[src/rtl/input_sched_pkg.sv]
// Shared types and constants for the input scheduler: command codes, FSM states,
// pending-bit indices and a small popcount helper.
package input_sched_pkg;

  typedef enum logic [2:0] {
    CMD_LEFT    = 3'd0,
    CMD_RIGHT   = 3'd1,
    CMD_ROTATE  = 3'd2,
    CMD_SOFT    = 3'd3,
    CMD_HARD    = 3'd4,
    CMD_HOLD    = 3'd5,
    CMD_GRAVITY = 3'd6
  } cmd_t;

  typedef enum logic [1:0] {
    RUN     = 2'd0,
    PAUSED  = 2'd1,
    LOCKOUT = 2'd2
  } sched_state_t;

  localparam int unsigned NUM_SRC = 7;
  localparam int unsigned P_LEFT  = 0;
  localparam int unsigned P_RIGHT = 1;
  localparam int unsigned P_ROT   = 2;
  localparam int unsigned P_SOFT  = 3;
  localparam int unsigned P_HARD  = 4;
  localparam int unsigned P_HOLD  = 5;
  localparam int unsigned P_GRAV  = 6;

  // GRAV is the only non-player source.
  localparam logic [NUM_SRC-1:0] PLAYER_MASK = 7'b011_1111;
  localparam logic [NUM_SRC-1:0] HARD_MASK   = 7'b001_0000;

  function automatic logic [3:0] popcount7(input logic [NUM_SRC-1:0] v);
    logic [3:0] n;
    n = 4'd0;
    for (int i = 0; i < NUM_SRC; i++) begin
      n = n + {3'd0, v[i]};
    end
    return n;
  endfunction

endpackage

[src/rtl/input_scheduler_arbiter.sv]
// Combinational fixed-priority arbiter: HARD > HOLD > ROT > L/R > SOFT > GRAV.
// Simultaneous L and R cancel each other and are never granted.
module cmd_priority_arbiter
  import input_sched_pkg::*;
(
  input  logic [NUM_SRC-1:0] pending_in,
  input  logic               hold_used_in,
  output logic [NUM_SRC-1:0] grant_out,
  output logic               grant_valid_out,
  output cmd_t               cmd_out,
  output logic               cancel_lr_out
);

  always_comb begin
    grant_out       = '0;
    grant_valid_out = 1'b0;
    cmd_out         = CMD_LEFT;
    cancel_lr_out   = pending_in[P_LEFT] & pending_in[P_RIGHT];
    if (pending_in[P_HARD]) begin
      grant_out[P_HARD] = 1'b1;
      cmd_out           = CMD_HARD;
    end else if (pending_in[P_HOLD] && !hold_used_in) begin
      grant_out[P_HOLD] = 1'b1;
      cmd_out           = CMD_HOLD;
    end else if (pending_in[P_ROT]) begin
      grant_out[P_ROT] = 1'b1;
      cmd_out          = CMD_ROTATE;
    end else if (pending_in[P_LEFT] && !pending_in[P_RIGHT]) begin
      grant_out[P_LEFT] = 1'b1;
      cmd_out           = CMD_LEFT;
    end else if (pending_in[P_RIGHT] && !pending_in[P_LEFT]) begin
      grant_out[P_RIGHT] = 1'b1;
      cmd_out            = CMD_RIGHT;
    end else if (pending_in[P_SOFT]) begin
      grant_out[P_SOFT] = 1'b1;
      cmd_out           = CMD_SOFT;
    end else if (pending_in[P_GRAV]) begin
      grant_out[P_GRAV] = 1'b1;
      cmd_out           = CMD_GRAVITY;
    end else begin
      grant_out = '0;
    end
    grant_valid_out = |grant_out;
  end

endmodule

[src/rtl/input_scheduler.sv]
// Latches button/gravity pulses, arbitrates them into a valid/ready command stream
// and owns pause, hold gating, hard-drop lockout and stale-input flush.
// Optional macro INPUT_SCHED_STATS_EN adds drop_count_out.
module input_scheduler
  import input_sched_pkg::*;
#(
  parameter int unsigned        AGE_W              = 24,
  parameter logic [AGE_W-1:0]   MAX_PENDING_CYCLES = 24'd6_500_000
) (
  input  logic       clk_in,
  input  logic       reset_n_in,
  input  logic       left_b,
  input  logic       right_b,
  input  logic       rotate_b,
  input  logic       soft_drop_b,
  input  logic       hard_drop_b,
  input  logic       hold_b,
  input  logic       pause_b,
  input  logic       gravity_tick_in,
  input  logic       piece_locked_in,
  input  logic       cmd_ready_in,
  output logic       cmd_valid_out,
  output logic [2:0] cmd_out,
  output logic       paused_out
`ifdef INPUT_SCHED_STATS_EN
  ,
  output logic [7:0] drop_count_out
`endif
);

  sched_state_t       state_q, state_d;
  logic [NUM_SRC-1:0] pending_q, pending_d;
  logic [AGE_W-1:0]   age_q, age_d;
  logic               hold_used_q, hold_used_d;
  logic               valid_q, valid_d;
  cmd_t               cmd_q, cmd_d;
  logic               paused_q, paused_d;

  logic [NUM_SRC-1:0] pulse_s, accept_s, arb_grant_s;
  logic               arb_valid_s, arb_cancel_s;
  cmd_t               arb_cmd_s;
  logic               can_load_s, load_s, lock_s, flush_s, hold_blocked_s, player_pending_s;

  cmd_priority_arbiter u_arb (
    .pending_in      (pending_q),
    .hold_used_in    (hold_used_q),
    .grant_out       (arb_grant_s),
    .grant_valid_out (arb_valid_s),
    .cmd_out         (arb_cmd_s),
    .cancel_lr_out   (arb_cancel_s)
  );

  always_comb begin
    pulse_s = {gravity_tick_in, hold_b, hard_drop_b, soft_drop_b, rotate_b, right_b, left_b};
    can_load_s = !valid_q || cmd_ready_in;
    // A pause request suppresses the load in the same cycle: its bits are wiped anyway.
    load_s = can_load_s && arb_valid_s && (state_q != PAUSED) && !pause_b;
    lock_s = (state_q == LOCKOUT) || (load_s && arb_grant_s[P_HARD]);
    player_pending_s = |(pending_q & PLAYER_MASK);
    flush_s = (MAX_PENDING_CYCLES != {AGE_W{1'b0}}) && (age_q == MAX_PENDING_CYCLES)
              && player_pending_s && !load_s;

    hold_used_d = piece_locked_in ? 1'b0 : (hold_used_q | (load_s & arb_grant_s[P_HOLD]));

    accept_s       = lock_s ? (pulse_s & HARD_MASK) : pulse_s;
    hold_blocked_s = accept_s[P_HOLD] && hold_used_d;
    if (hold_blocked_s) begin
      accept_s[P_HOLD] = 1'b0;
    end else begin
      accept_s[P_HOLD] = accept_s[P_HOLD];
    end

    pending_d = pending_q;
    if (load_s) begin
      pending_d = pending_d & ~arb_grant_s;
    end else begin
      pending_d = pending_d;
    end
    if (arb_cancel_s) begin
      pending_d[P_LEFT]  = 1'b0;
      pending_d[P_RIGHT] = 1'b0;
    end else begin
      pending_d = pending_d;
    end
    if (flush_s) begin
      pending_d = pending_d & ~PLAYER_MASK;
    end else begin
      pending_d = pending_d;
    end
    pending_d = pending_d | accept_s;
    if (lock_s) begin
      pending_d = pending_d & HARD_MASK;
    end else begin
      pending_d = pending_d;
    end
    if ((state_q == PAUSED) || pause_b) begin
      pending_d = '0;
    end else begin
      pending_d = pending_d;
    end

    if ((|(pulse_s & PLAYER_MASK)) || load_s || flush_s || !player_pending_s) begin
      age_d = '0;
    end else if (age_q != MAX_PENDING_CYCLES) begin
      age_d = age_q + {{(AGE_W-1){1'b0}}, 1'b1};
    end else begin
      age_d = age_q;
    end

    if (can_load_s) begin
      valid_d = load_s;
      cmd_d   = load_s ? arb_cmd_s : cmd_q;
    end else begin
      valid_d = valid_q;
      cmd_d   = cmd_q;
    end

    state_d = state_q;
    case (state_q)
      RUN: begin
        if (pause_b)                            state_d = PAUSED;
        else if (load_s && arb_grant_s[P_HARD]) state_d = LOCKOUT;
        else                                    state_d = RUN;
      end
      LOCKOUT: begin
        if (pause_b)                            state_d = PAUSED;
        else if (load_s && arb_grant_s[P_HARD]) state_d = LOCKOUT;
        else if (piece_locked_in)               state_d = RUN;
        else                                    state_d = LOCKOUT;
      end
      PAUSED: begin
        if (pause_b) state_d = RUN;
        else         state_d = PAUSED;
      end
      default: state_d = RUN;
    endcase
    paused_d = (state_d == PAUSED);
  end

  always_ff @(posedge clk_in) begin
    if (!reset_n_in) begin
      state_q     <= RUN;
      pending_q   <= '0;
      age_q       <= '0;
      hold_used_q <= 1'b0;
      valid_q     <= 1'b0;
      cmd_q       <= CMD_LEFT;
      paused_q    <= 1'b0;
    end else begin
      state_q     <= state_d;
      pending_q   <= pending_d;
      age_q       <= age_d;
      hold_used_q <= hold_used_d;
      valid_q     <= valid_d;
      cmd_q       <= cmd_d;
      paused_q    <= paused_d;
    end
  end

  assign cmd_valid_out = valid_q;
  assign cmd_out       = cmd_q;
  assign paused_out    = paused_q;

`ifdef INPUT_SCHED_STATS_EN
  logic [7:0] drop_q, drop_d;
  logic [3:0] drop_inc_s;
  logic [8:0] drop_sum_s;

  always_comb begin
    drop_inc_s = popcount7(lock_s ? (pulse_s & ~HARD_MASK) : 7'b000_0000)
               + {3'd0, arb_cancel_s} + {3'd0, hold_blocked_s} + {3'd0, flush_s};
    drop_sum_s = {1'b0, drop_q} + {5'd0, drop_inc_s};
    drop_d     = drop_sum_s[8] ? 8'hFF : drop_sum_s[7:0];
  end

  always_ff @(posedge clk_in) begin
    if (!reset_n_in) drop_q <= 8'd0;
    else             drop_q <= drop_d;
  end

  assign drop_count_out = drop_q;
`endif

endmodule
[config.mk]
export PLATFORM = sky130hd
export DESIGN_NAME = input_scheduler
export DESIGN_NICKNAME = d
export VERILOG_FILES = /design/src/rtl/input_sched_pkg.sv /design/src/rtl/input_scheduler_arbiter.sv /design/src/rtl/input_scheduler.sv
export SDC_FILE = /design/constraint.sdc
export NUM_CORES = 1
export LEC_CHECK = 0
export CAP_MARGIN = 20
export CORE_UTILIZATION = 50
export DETAILED_ROUTE_END_ITERATION = 12
export PLACE_DENSITY = 0.72
export SYNTH_ARGS = -nofsm -noshare
export SYNTH_HDL_FRONTEND = slang
export SYNTH_HIERARCHICAL = 1
export SYNTH_SLANG_ARGS = --single-unit
[constraint.sdc]
create_clock -name clk_in -period 2.45 [get_ports clk_in]
set_input_delay 0.245 -clock clk_in [delete_from_list [all_inputs] [get_ports clk_in]]
set_output_delay 0.245 -clock clk_in [all_outputs]
set_load 0.01 [all_outputs]
==> results.txt, run 1 <==
Worst EP required -> 2.63 ns
Ports -> 17
routability congestion estimate -> 0.867
maximum capacitance violations -> 0
initial antenna violation count -> 0
# setup viols final -> 0
crit path max fanout -> 8
VDD IR max -> 0.000311 V
Post-synth ARST share -> 0%
commonest non-fill, non-tap cell in the layout -> dfxtp_1
reg-to-reg endpoint -> pending_q[1]
Startpoint Class -> register
final design instance area without fill -> 0.00238 mm^2
Post-CTS Setup Bufs -> 0
Critical Path AT -> 2.37 ns
Multi-input gate area -> 0.00125 mm^2
Worst-Margin Slew -> 0.367 ns
Avg Vias per Cell -> 6.02
post-synth cell types -> 52
post-synthesis register bit count -> 39
Final HPWL DP -> 3150 um
Tmin final -> 2.19 ns
CTS root buf -> clkbuf_8
class of the most critical setup path -> reg2reg
initial core utilization -> 52.6%
number of synthesized flops with an enable pin -> 0
Util after Layout -> 59.1%
synthesized net count -> 249
type of the most critical hold path -> reg2reg
vias after detailed routing -> 1813
crit end category -> register
critical path's slowest cell -> dfxtp_1
layout net count -> 264
CTS tree -> done
Mapped Cells -> 235
Slowest Stage Delay on Critical Path -> 0.50 ns
fin crit share -> 89.2%
CTS buffer count -> 5
Max Slew Vio Count -> 0
vias in the first global route -> 1540
setup TNS -> 0 ns
Die X -> 67.1 um
Synth Cell Area -> 0.00212 mm^2
Yosys Warn Count -> 6
Hold EP -> state_q[1]
row cnt -> 23
Critical R2R Launch -> pending_q[1]
GR Util All Layers -> 21.9%
Clock Skew -> 0.00997 ns
WL/cell -> 14.7 um
clk buf depth -> 2
share of cells above drive strength 1 -> 10.8%
first-pass iteration count of the detailed router -> 4
R2R Setup Slk -> 0.26 ns
Max transition margin -> 75.6%
CTS Hold Bufs -> 0
Seq/Total Area, Yosys -> 36.8%
die height -> 67.1 um
crit-path cells -> xnor2_2, nand3_1, and2b_1, a41oi_2, nand2_1, o41ai_1
filler instances -> 378
Hold Path Stages -> 1
synthesized area per cell -> 9.02 um^2
global-route wire length before repair -> 7240 um
die area -> 0.00451 mm^2
gr ovfl total -> 0
Placed Area -> 0.00230 mm^2
Clock Latency Late Sink -> 0.29 ns
Final Hold Fails -> 0
htree depth -> 2
1st-iter DRT viols -> 132
Max Clock Freq -> 457 MHz
largest net degree at the start of global routing -> 25
clock sinks -> 39
hold path startpoint -> state_q[1]
CORE AREA -> 0.00403 mm^2
Routed WL -> 4430 um
cts repair resizes -> 0
DRC Markers -> 0
RSZ-0062 raised after global routing -> false
antenna fix cells -> 0
input/output buffers -> 16
R2R depth -> 6
Reg area -> 781 um^2
ANT nets after route -> 0
PwrDens -> 509 mW/mm^2
Most used DFF post-synth -> dfxtp_1
clk slew on worst S/H paths -> 0.07 ns
Area Growth Syn to Fin -> 12.3%
status -> finished, final reports clean
leakage -> 0.000739 uW
most frequent cells in the layout -> dfxtp_1 (39), nor3_1 (18), nand3_1 (16), clkdlybuf4s50_1 (16), nand2_1 (13)
metrics by stage:
stage | instances | setup WS, ns | hold slack, ns | power [uW]
floorplan | 235 | 0.578 | 0.321 | 757
global placement | 293 | 0.408 | 0.482 | 806
detailed placement | 293 | 0.338 | 0.492 | 809
CTS | 301 | 0.334 | 0.503 | 1220
global route | 301 | 0.112 | 0.531 | 1270
finish | 301 | 0.264 | 0.496 | 1210
worst max-delay path by stage:
stage | startpoint | endpoint | slack, ns | cells past startpoint
after CTS | pending_q[1] | pending_q[1] | 0.33 | 6
after floorplan | pending_q[5] | age_q[5] | 0.58 | 8
after detailed placement | pause_b | pending_q[1] | 0.34 | 5
final | pending_q[1] | pending_q[1] | 0.26 | 6
after global routing | pending_q[5] | pending_q[1] | 0.11 | 7
after global placement | pause_b | pending_q[1] | 0.41 | 5
metal layers:
metal | up-vias | share of wire, % | GRT usage, %
met3 | 8 | 4.1 | 5.14
met4 | 0 | 1.6 | 9.04
met1 | 833 | 49 | 30.4
met5 | - | 0 | 0
met2 | 48 | 46 | 32.4
li1 | 924 | - | -
kinds of logic (layout without fill, tap and decap cells):
group	count (synthesis)	in the layout	share of synthesized area, %
AOI/OAI and AO/OA	40	40	14.5
xor gates and xnor gates	13	13	5.72
adders and majority gates	2	2	1.18
buffers and inverters	18	34	4.31
DFF	39	39	36.8
muxes	4	4	1.89
and+or+nand+nor	119	119	35.6
final cells by class:
type	instances	area share, %
clock buffer	7	3.20
clock inverter	1	0.210
inverter	7	1.10
multi-input combinational	178	52.4
sequential	39	32.8
tap	50	2.63
timing repair buffer	19	7.67
flip-flops by register name (all words and copies together), names as in the netlist:
signal / count
age_q: 24
pending_q: 7
cmd_out: 3
state_q: 2
cmd_valid_out: 1
hold_used_q: 1
paused_out: 1
power breakdown:
part / internal (uW) / switching [uW] / leakage (uW)
sequential: 648 / 14.9 / 0.000316
combinational: 66.0 / 66.8 / 0.000381
clock: 200 / 218 / 0.0000422
worst max-delay path, delay by kind of cell, from the launching register on:
family / cells / cell delay, ns
AO/OA/AOI/OAI: 2 / 0.79
AND/OR/NAND/NOR: 3 / 0.60
flip-flops: 1 / 0.50
XOR/XNOR: 1 / 0.19
Yosys cell counts, types with 6 or more instances:
library cell   n  area [um^2]
xor2_1         8         70.1
o31ai_1       10         75.1
nand3_1       16         80.1
inv_1          7         26.3
nor2_1         8         30.0
and2_1         6         37.5
a211oi_1       7         52.6
nand4_1        9         56.3
dfxtp_1       39          781
nor3_1        18         90.1
o21ai_0        7         35.0
nand2_1       13         48.8
Note: power is estimated with default switching activity, not from simulation.
==> inputs of run 2 (changes only) <==
Settings changed: SKIP_CTS_REPAIR_TIMING set to 1.
==> results of run 2 <==
Same layout as run 1: the final DEF is identical, and so are final timing and power.
==> inputs of run 3 (changes only) <==
Settings changed: PLACE_DENSITY 0.72 to 0.75.
Clock period 2.45 ns to 1.9 ns, I/O delays scaled along.
==> run 3 against run 2 <==
  * Global-route usage rose by 2.1 points
  * Clock power rose by 72%
  * Highest routed layer unchanged
  * Final cell count rose by 8.0%
  * Clock-buffer cell count fell by 1
  * Critical path type unchanged
  * Routed wire length rose by 11%
==> results.txt, run 3 (synthesized netlist as in run 1, its figures left out) <==
Clock Skew -> 0.00909 ns (-0.000878 ns)
maximum capacitance violations -> 0 (unchanged)
CTS buffer count -> 5 (unchanged)
class of the most critical setup path -> reg2reg
leakage -> 0.000885 uW (+20%)
row cnt -> 23 (unchanged)
routability congestion estimate -> 0.925 (+6.7%)
Largest register FFs -> 24 (unchanged)
1st-iter DRT viols -> 141 (+6.8%)
initial core utilization -> 52.6% (unchanged)
DRC Markers -> 0 (unchanged)
GR Util All Layers -> 24.1% (+2.1 points)
Placed Area -> 0.00248 mm^2 (+7.8%)
Startpoint Class -> register
hold path startpoint -> state_q[1]
Critical R2R Launch -> pending_q[5]
Reg area -> 783 um^2 (+0.32%)
initial antenna violation count -> 0 (unchanged)
antenna fix cells -> 0 (unchanged)
Final WS setup -> 0.0556 ns (-0.208 ns)
Multi-input gate area -> 0.00125 mm^2 (+0.40%)
Routed WL -> 4900 um (+11%)
Slowest Stage Delay on Critical Path -> 0.35 ns (-0.15 ns)
input/output buffers -> 16 (unchanged)
first-pass iteration count of the detailed router -> 4 (unchanged)
clock sinks -> 39 (unchanged)
status -> finished, final reports clean
Hold Path Stages -> 1 (unchanged)
Worst-Margin Slew -> 0.331 ns (-0.0354 ns)
crit end category -> register
R2R Setup Slk -> 0.06 ns (-0.21 ns)
Max Slew Vio Count -> 0 (unchanged)
Max Clock Freq -> 542 MHz (+19%)
Max transition margin -> 77.6% (+2.0 points)
gr ovfl total -> 0 (unchanged)
critical path's slowest cell -> o41ai_1
reg-to-reg endpoint -> pending_q[0]
Final HPWL DP -> 3440 um (+9.1%)
final design instance area without fill -> 0.00261 mm^2 (+9.6%)
worst path buffer plus inverter count -> 0 (unchanged)
vias in the first global route -> 1775 (+15%)
Tmin final -> 1.84 ns (-0.342 ns)
Overall Power -> 1770 uW (+46%)
# setup viols final -> 0 (unchanged)
crit-path cells -> nor2b_4, nor3_1, nand3_1, and2b_2, a41oi_2, nand2_2, o41ai_1
most frequent cells in the layout -> dfxtp_1 (37), buf_4 (26), nor3_1 (18)
fin crit share -> 97.1% (+7.9 points)
CP top delay family -> simple AND/OR/NAND/NOR gates
R2R depth -> 7 (+1)
layout net count -> 288 (+9.1%)
VDD IR max -> 0.000551 V (+77%)
Critical Path AT -> 2.03 ns (-0.34 ns)
Clock Latency Late Sink -> 0.30 ns (about the same)
Avg Vias per Cell -> 5.93 (-1.5%)
Area Growth Syn to Fin -> 23.1%
post-placement setup slack -> 0.0227 ns (-0.315 ns)
die height -> 67.1 um (unchanged)
clk slew on worst S/H paths -> 0.07 ns (about the same)
filler instances -> 359 (-5.0%)
Final Hold Fails -> 0 (unchanged)
CTS root buf -> clkbuf_8
crit path max fanout -> 6 (-2)
CTS tree -> done
type of the most critical hold path -> reg2reg
htree depth -> 2 (unchanged)
die area -> 0.00451 mm^2 (unchanged)
CORE AREA -> 0.00403 mm^2 (unchanged)
commonest non-fill, non-tap cell in the layout -> dfxtp_1
PwrDens -> 678 mW/mm^2 (+33%)
global-route wire length before repair -> 8090 um (+12%)
Worst EP required -> 2.09 ns (-0.54 ns)
ANT nets after route -> 0 (unchanged)
share of cells above drive strength 1 -> 21.1% (+10 points)
largest net degree at the start of global routing -> 25 (unchanged)
Ports -> 17 (unchanged)
clk buf depth -> 2 (unchanged)
Top reg by flops -> age_q
Hold EP -> state_q[1]
Die X -> 67.1 um (unchanged)
WL/cell -> 15.1 um (+2.4%)
vias after detailed routing -> 1928 (+6.3%)
run 3: cell count changes in the layout (fill, tap and decap cells not counted), sizes merged:
| cell | change |
|---|---|
| clkbuf | -1 |
| buf | +24 |
| bufinv | +1 |
run 3: power by group:
part	switching [uW]	total (uW)	internal [uW]	leakage, uW
Combinational	97.6	200	102	0.000507
Clock	296	721	425	0.0000612
Sequential	12.4	848	835	0.000317
Total	406	1770	1360	0.000885
run 3: worst max-delay path by stage:
stage	from	end	slack (ns)	depth (start not counted)
final	pending_q[5]	pending_q[0]	0.06	7
after global routing	pending_q[5]	pending_q[0]	-0.006	7
after CTS	pending_q[0]	pending_q[0]	-0.007	6
after detailed placement	pending_q[0]	pending_q[0]	0.02	6
after global placement	pause_b	pending_q[0]	0.09	5
after floorplan	pending_q[5]	age_q[5]	0.03	8
run 3: per-stage QoR:
stage	std cells	utilization (%)	hold WS, ns	TNS [ns]
6_report	325	64.8	0.498	0
5_1_grt	325	64.8	0.517	-0.00552
4_1_cts	325	64.5	0.497	-0.00703
3_5_place_dp	317	61.6	0.486	0
3_3_place_gp	317	61.6	0.486	0
2_1_floorplan	235	-	0.266	0
run 3: final cells by class:
class	count	share of cell area [%]
clock inverters	2	1.34
inverters	7	1.01
multi-input cells	178	48.0
repair buffers	43	14.0
well taps	50	2.40
flip-flops and latches	39	30.0
clock buffers	6	3.16
run 3: routing by layer:
| metal | vias to the layer above | wire [um] | global-route usage, % |
|---|---|---|---|
| met4 | 0 | 72 | 7.98 |
| met1 | 916 | 2260 | 31.7 |
| met5 | - | 0 | 0 |
| met3 | 8 | 190 | 5.65 |
| met2 | 35 | 2380 | 38.3 |
| li1 | 969 | - | - |
